==> src/rtl/perceptron_pkg.sv <==
// Shared constants and types for the Perceptron core interface.
// Result entries pair the launch tag with the core output.
package perceptron_pkg;

  localparam int N            = 4;
  localparam int DATA_WIDTH   = 8;
  localparam int LATENCY      = 3;
  localparam int RESULT_DEPTH = 8;
  localparam int SEQ_W        = 8;

  typedef logic signed [DATA_WIDTH-1:0] data_t;
  typedef data_t [N-1:0]                vec_t;

  typedef struct packed {
    logic [SEQ_W-1:0] seq;
    data_t            y;
  } result_t;

endpackage

==> src/rtl/perceptron_issue_ctrl_result_fifo.sv <==
// Synchronous first-word-fall-through FIFO for tagged core results.
// The head reads as zero while empty so the output bus is clean after reset.
module result_fifo
  import perceptron_pkg::*;
#(
  parameter int  DEPTH = RESULT_DEPTH,
  parameter type T     = result_t
) (
  input  logic                       clk,
  input  logic                       rst,
  input  logic                       wr_en,
  input  T                           wr_data,
  input  logic                       rd_en,
  output T                           rd_data,
  output logic                       rd_valid,
  output logic [$clog2(DEPTH+1)-1:0] count
);

  localparam int CNT_W = $clog2(DEPTH + 1);
  localparam int PTR_W = (DEPTH > 1) ? $clog2(DEPTH) : 1;

  T                 mem_q [DEPTH];
  logic [PTR_W-1:0] wr_ptr_q, wr_ptr_d;
  logic [PTR_W-1:0] rd_ptr_q, rd_ptr_d;
  logic [CNT_W-1:0] count_q, count_d;

  always_comb begin
    wr_ptr_d = wr_ptr_q;
    rd_ptr_d = rd_ptr_q;
    count_d  = count_q;
    if (wr_en) begin
      wr_ptr_d = (wr_ptr_q == PTR_W'(DEPTH - 1)) ? '0 : wr_ptr_q + PTR_W'(1);
    end
    if (rd_en) begin
      rd_ptr_d = (rd_ptr_q == PTR_W'(DEPTH - 1)) ? '0 : rd_ptr_q + PTR_W'(1);
    end
    case ({wr_en, rd_en})
      2'b10:   count_d = count_q + CNT_W'(1);
      2'b01:   count_d = count_q - CNT_W'(1);
      default: count_d = count_q;
    endcase
  end

  always_ff @(posedge clk) begin
    if (rst) begin
      wr_ptr_q <= '0;
      rd_ptr_q <= '0;
      count_q  <= '0;
    end else begin
      wr_ptr_q <= wr_ptr_d;
      rd_ptr_q <= rd_ptr_d;
      count_q  <= count_d;
    end
  end

  always_ff @(posedge clk) begin
    if (wr_en) begin
      mem_q[wr_ptr_q] <= wr_data;
    end
  end

  assign rd_valid = (count_q != '0);
  assign rd_data  = rd_valid ? mem_q[rd_ptr_q] : '0;
  assign count    = count_q;

`ifndef SYNTHESIS
  always_ff @(posedge clk) begin
    if (!rst) begin
      assert (!(wr_en && !rd_en && count_q == CNT_W'(DEPTH)));
      assert (!(rd_en && count_q == '0));
    end
  end
`endif

endmodule

==> src/rtl/perceptron_issue_ctrl.sv <==
// Initiator for the fixed-latency Perceptron pipeline: launches operand bundles,
// tracks them with a valid/tag shift register and queues tagged results.
module perceptron_issue_ctrl
  import perceptron_pkg::*;
#(
  parameter int N            = perceptron_pkg::N,
  parameter int DATA_WIDTH   = perceptron_pkg::DATA_WIDTH,
  parameter int LATENCY      = perceptron_pkg::LATENCY,
  parameter int RESULT_DEPTH = perceptron_pkg::RESULT_DEPTH,
  parameter int SEQ_W        = perceptron_pkg::SEQ_W
) (
  input  logic                          clk,
  input  logic                          rst,
  input  logic                          in_valid,
  output logic                          in_ready,
  input  logic [N-1:0][DATA_WIDTH-1:0]  in_x,
  input  logic [N-1:0][DATA_WIDTH-1:0]  in_w,
  input  logic signed [DATA_WIDTH-1:0]  in_b,
  output logic [N-1:0][DATA_WIDTH-1:0]  pe_x,
  output logic [N-1:0][DATA_WIDTH-1:0]  pe_w,
  output logic signed [DATA_WIDTH-1:0]  pe_b,
  input  logic signed [DATA_WIDTH-1:0]  pe_y,
  output logic                          out_valid,
  input  logic                          out_ready,
  output logic signed [DATA_WIDTH-1:0]  out_y,
  output logic [SEQ_W-1:0]              out_seq,
  output logic                          busy
);

  localparam int CNT_W = $clog2(RESULT_DEPTH + 1);

  typedef struct packed {
    logic [SEQ_W-1:0]             seq;
    logic signed [DATA_WIDTH-1:0] y;
  } res_t;

  logic [N-1:0][DATA_WIDTH-1:0] pe_x_q, pe_x_d;
  logic [N-1:0][DATA_WIDTH-1:0] pe_w_q, pe_w_d;
  logic signed [DATA_WIDTH-1:0] pe_b_q, pe_b_d;
  logic [SEQ_W-1:0]             seq_q, seq_d;
  logic [LATENCY:0]             vld_q, vld_d;
  logic [SEQ_W-1:0]             tag_q [LATENCY+1];
  logic [SEQ_W-1:0]             tag_d [LATENCY+1];

  logic             accept;
  logic             pop;
  logic [CNT_W-1:0] fifo_count;
  res_t             fifo_wr_data;
  res_t             fifo_head;
  int               inflight;
  int               credit_used;

  // Credits come only from registered state so in_ready never depends on
  // in_valid or out_ready in the same cycle.
  always_comb begin
    inflight = 0;
    for (int i = 0; i <= LATENCY; i++) begin
      inflight = inflight + int'(vld_q[i]);
    end
    credit_used = inflight + int'(fifo_count);
  end

  assign in_ready = (credit_used < RESULT_DEPTH);
  assign accept   = in_valid && in_ready;
  assign pop      = out_valid && out_ready;

  always_comb begin
    pe_x_d = pe_x_q;
    pe_w_d = pe_w_q;
    pe_b_d = pe_b_q;
    seq_d  = seq_q;
    vld_d  = vld_q;
    tag_d  = tag_q;
    if (accept) begin
      pe_x_d = in_x;
      pe_w_d = in_w;
      pe_b_d = in_b;
      seq_d  = seq_q + SEQ_W'(1);
    end
    vld_d[0] = accept;
    tag_d[0] = seq_q;
    for (int i = 1; i <= LATENCY; i++) begin
      vld_d[i] = vld_q[i-1];
      tag_d[i] = tag_q[i-1];
    end
  end

  always_ff @(posedge clk) begin
    if (rst) begin
      pe_x_q <= '0;
      pe_w_q <= '0;
      pe_b_q <= '0;
      seq_q  <= '0;
      vld_q  <= '0;
      tag_q  <= '{default: '0};
    end else begin
      pe_x_q <= pe_x_d;
      pe_w_q <= pe_w_d;
      pe_b_q <= pe_b_d;
      seq_q  <= seq_d;
      vld_q  <= vld_d;
      tag_q  <= tag_d;
    end
  end

  // The last stage lines up with the edge after pe_y becomes valid.
  assign fifo_wr_data = '{seq: tag_q[LATENCY], y: pe_y};

  result_fifo #(
    .DEPTH (RESULT_DEPTH),
    .T     (res_t)
  ) u_result_fifo (
    .clk      (clk),
    .rst      (rst),
    .wr_en    (vld_q[LATENCY]),
    .wr_data  (fifo_wr_data),
    .rd_en    (pop),
    .rd_data  (fifo_head),
    .rd_valid (out_valid),
    .count    (fifo_count)
  );

  assign pe_x    = pe_x_q;
  assign pe_w    = pe_w_q;
  assign pe_b    = pe_b_q;
  assign out_y   = fifo_head.y;
  assign out_seq = fifo_head.seq;
  assign busy    = (|vld_q) || (fifo_count != '0);

`ifndef SYNTHESIS
  always_ff @(posedge clk) begin
    if (!rst) begin
      assert (credit_used <= RESULT_DEPTH);
    end
  end
`endif

endmodule

==> config.mk <==
export PLATFORM = sky130hd
export DESIGN_NAME = perceptron_issue_ctrl
export DESIGN_NICKNAME = d
export VERILOG_FILES = /design/src/rtl/perceptron_pkg.sv /design/src/rtl/perceptron_issue_ctrl_result_fifo.sv /design/src/rtl/perceptron_issue_ctrl.sv
export SDC_FILE = /design/constraint.sdc
export NUM_CORES = 1
export LEC_CHECK = 0
export CAP_MARGIN = 5
export CORE_ASPECT_RATIO = 2
export CORE_MARGIN = 1
export CORE_UTILIZATION = 50
export CTS_CLUSTER_DIAMETER = 80
export CTS_CLUSTER_SIZE = 40
export DETAILED_ROUTE_END_ITERATION = 12
export PLACE_DENSITY = 0.77
export REMOVE_ABC_BUFFERS = 1
export SYNTH_ARGS = -nofsm -noshare
export SYNTH_HDL_FRONTEND = slang
export SYNTH_HIERARCHICAL = 1
export SYNTH_SLANG_ARGS = --single-unit
==> constraint.sdc <==
create_clock -name clk -period 8.4 [get_ports clk]
set_clock_uncertainty 0.1 [all_clocks]
set_input_delay 0.84 -clock clk [delete_from_list [all_inputs] [get_ports clk]]
set_output_delay 0.84 -clock clk [all_outputs]
set_load 0.02 [all_outputs]
==> flow_metrics.py <==
metrics = {
    "setup_path": {
        "path_cells": "fa_1, ha_1, a211oi_4, nor2_1, nor2_1, clkdlybuf4s50_1",
        "worstRegToRegCells": 7,
        "critical_path.max_stage_delay_ns": 0.63,
        "worst-r2r-setup-slack_ns": 5.27,
        "cp_data_arrival_time_ns": 2.96,
        "critPathMaxFanout": 7,
        "kind_of_critical_path": "flop to output pin",
        "regToRegStartpoint": "vld_q[3]",
        "endpoint": "in_ready",
        "critPathRequiredTime_ns": 7.46,
        "cp-startpoint": "vld_q[3]",
        "rr_endpoint": "seq_q[3]",
        "cp_slowest_cell": "clkdlybuf4s50_1",
        "critPathCaptureType": "output pin",
        "crit_top_cell": "nor2_1",
        "cp-start-kind": "flop",
    },
    "synth": {
        "synth_warnings": 6,
        "netlist_instances": 717,
        "postSynth.asyncResetShare": 0,
        "post_synth_fa_ha_maj_area_fraction": 0.0167,
        "synth-compound-area-share": 0.0529,
        "yosys-top-cells-count": "nand2_1, dfxtp_1, edfxtp_1, a21oi_1, nor2_1",
        "synth_flop_cell": "dfxtp_1",
        "largest_family_of_logic_cells_by_synthesized_area": "simple AND/OR/NAND/NOR gates",
        "synth.most_common_cell": "nand2_1",
        "synth_area_leader_cell": "edfxtp_1",
        "synth.cell_area_sq_um": 9460,
        "average_cell_area_after_synthesis_sq_um": 13.2,
        "post-synth-top-area-fraction": 0.406,
        "synth_sequential_area_ratio": 0.680,
        "synth.top_cells.by_area": "edfxtp_1, dfxtp_1, mux4_2",
        "post_synth_num_cell_types": 39,
        "synth.mux.area_fraction": 0.103,
        "synth_seq_cells": 257,
        "edff_count_synth": 128,
        "share_of_synthesized_cell_area_in_and_or_nand_and_nor_gates": 0.117,
        "synth_xor_area_frac": 0.00370,
    },
    "timing": {
        "final-setup-viol-count": 0,
        "finalMaxSlewViolations": 0,
        "final.min_clock_period_ns": 3.90,
        "post-route-period-util": 0.465,
        "timing.max_slew.rel_slack": 0.370,
        "max_fclk_mhz": 256,
        "final-hold-violation-count": 0,
        "sum_of_negative_setup_slack_ns": 0,
        "tightestPinTransition_ns": 0.944,
        "rsz0062_at_grt": "no",
    },
    "die": {
        "floorplan.rows": 70,
        "die_area_sq_um": 19500,
        "floorplan.die.height_um": 196,
        "overall_die_width_um": 99.2,
        "io-pin-count": 175,
        "design.core.area_sq_um": 18400,
        "initial_core_utilization": 0.514,
    },
    "clocking": {
        "root_buffer": "clkbuf_16",
        "worst_skew_pair_later_pin_latency_ns": 0.48,
        "post_cts_resize_count": 0,
        "cts_buffer_depth": 3,
        "register_clock_pin_slew_on_the_reported_worst_setup_and_hold_paths_ns": 0.13,
        "htreeDepth": 1,
        "clock_sink_count": 257,
        "post-cts-setup-buffer-count": 0,
        "numCtsBuffers": 10,
        "postCtsHoldBufs": 0,
        "tritoncts": "built",
    },
    "pwr": {
        "report.power.total_uw": 2230,
        "clock_power_share": 0.281,
        "power_leakage_uw": 0.00410,
        "comb_power_share": 0.112,
        "vdd.ir_drop.worst_v": 0.000223,
        "power_per_cell_area_nw_per_um2": 191,
        "seq_pwr_share": 0.607,
        "switching_power_uw": 503,
        "netSwitchingFraction": 0.225,
        "internal_power_uw": 1730,
    },
    "drt": {
        "routed-via-count": 5834,
        "drt_iter0_drc": 223,
        "drt.antenna.violating_nets": 0,
        "finalWirelength_um": 18600,
        "detailedRoute.firstPassIterationCount": 4,
        "drc_errors": 0,
        "wire_per_inst_um": 17.0,
        "detail_route.vias_per_cell": 5.31,
    },
    "place": {
        "postPlaceCellArea_sq_um": 11400,
        "routabilityCongestion": 0.778,
        "dp_hpwl_um": 12500,
        "placement.io_buffers": 174,
    },
    "finish": {
        "final_nets": 975,
        "antenna_cells_inserted": 0,
        "area.growth.synth_to_final_pct": 23.6,
        "register_area_sq_um": 6430,
        "fill_cells": 1399,
        "post_route_cells_drive_above_1_share": 0.0816,
        "footprint_of_the_multi_input_gates_sq_um": 2790,
        "stdcell_area_sq_um": 11700,
    },
    "grt": {
        "grt_max_degree": 91,
        "grt-ovfl-total": 0,
        "wire_length_of_the_first_global_routing_pass_um": 29200,
        "via_count_of_the_first_global_routing_pass": 5856,
        "total_routing_usage_gr": 0.193,
        "grt_antenna_before_repair": 0,
    },
    "run": {
        "timing.max_cap.violations": 0,
    },
    "worst_hold_path": {
        "hold_path_class": "flop to flop",
        "timing.hold.worst_path_depth": 1,
    },
    "status": {
        "outcome": "finished, final reports clean",
    },
}
-- logic make-up (layout without fill, tap and decap cells) --
group,Yosys count,in the layout
and+or+nand+nor,251,251
xor gates and xnor gates,4,4
DFF,257,257
AOI/OAI and AO/OA,93,93
buffers and inverters,44,209
adders and majority gates,12,12
muxes,56,56
-- flip-flops by register name, summed over array words and instances (netlist names), named ones only --
signal                  count
seq_q                       8
u_result_fifo/mem_q       128
tag_d                      24
pe_b                        8
fifo_wr_data                8
u_result_fifo/rd_ptr_q      3
vld_q                       4
u_result_fifo/wr_ptr_q      3
u_result_fifo/count         4
pe_w                       32
pe_x                       32
-- power by group through the flow --
stage	Combinational, uW	Clock (uW)	Sequential, uW
after CTS	254	647	1350
after global routing	269	687	1360
after global placement	250	0	1380
after floorplan	85.3	0	1410
final	250	628	1350
after detailed placement	253	0	1380
-- stage by stage --
| stage | hold slack (ns) | setup WS [ns] | cells | utilization |
|---|---|---|---|---|
| global placement | 0.316 | 5.04 | 1083 | 0.617 |
| finish | 0.344 | 4.50 | 1098 | 0.635 |
| detailed placement | 0.324 | 5.01 | 1083 | 0.617 |
| global route | 0.350 | 4.34 | 1098 | 0.635 |
| floorplan | 0.314 | 3.97 | 678 | - |
| CTS | 0.348 | 4.47 | 1098 | 0.635 |
-- critical path, delay by kind of cell (launching register included) --
kind	cells	cell delay (ns)
AOI/OAI and AO/OA	1	0.36
adders and majority gates	2	0.80
buffers and inverters	1	0.63
DFF	1	0.51
and+or+nand+nor	2	0.19
-- worst min-delay path by stage --
stage	startpoint	to	slack, ns
after global routing	tag_d[2]	fifo_wr_data[10]	0.35
after CTS	tag_d[13]	tag_d[5]	0.35
after detailed placement	tag_d[18]	tag_d[10]	0.32
after global placement	tag_d[23]	tag_d[15]	0.32
final	tag_d[2]	fifo_wr_data[10]	0.34
after floorplan	tag_d[2]	fifo_wr_data[10]	0.31
-- routing by layer --
layer / vias to the layer above / global-route usage / routed length (um)
li1: 2823 / - / -
met1: 2805 / 0.212 / 7140
met2: 189 / 0.353 / 9610
met3: 17 / 0.0578 / 1490
met4: 0 / 0.0572 / 369
met5: - / 0 / 0
-- layout by cell type (no fill, tap or decap), drive strengths merged --
| cell | netlist | final |
|---|---|---|
| nor3b | 1 | 1 |
| a21oi | 82 | 82 |
| a211o | 1 | 1 |
| inv | 5 | 6 |
| xor2 | 3 | 3 |
| clkbuf | 14 | 14 |
| nor4 | 1 | 1 |
| o22a | 1 | 1 |
| nand4 | 1 | 1 |
| fa | 1 | 1 |
| and4bb | 1 | 1 |
| buf | 25 | 16 |
| mux4 | 32 | 32 |
| o2111ai | 1 | 1 |
| nor2 | 42 | 42 |
| or3 | 4 | 4 |
| a211oi | 1 | 1 |
| nand2 | 153 | 153 |
| nand2b | 4 | 4 |
| dfxtp | 129 | 129 |
| ha | 11 | 11 |
| o21a | 1 | 1 |
| edfxtp | 128 | 128 |
| nor4b | 1 | 1 |
| mux2i | 20 | 20 |
| o21ai | 6 | 6 |
| and2 | 2 | 2 |
| nor3 | 5 | 5 |
| clkdlybuf4s50 | 0 | 173 |
| nand3b | 1 | 1 |
| nor2b | 35 | 35 |
| xnor2 | 1 | 1 |
| mux2 | 4 | 4 |
-- cell type report --
type / instances / share of cell area
inverter: 5 / 0.00161
clock buffer: 14 / 0.0263
timing repair buffer: 189 / 0.158
sequential: 257 / 0.550
clock inverter: 1 / 0.00171
multi-input combinational: 416 / 0.239
tap: 216 / 0.0231
Power figures use the tool's default switching activity.
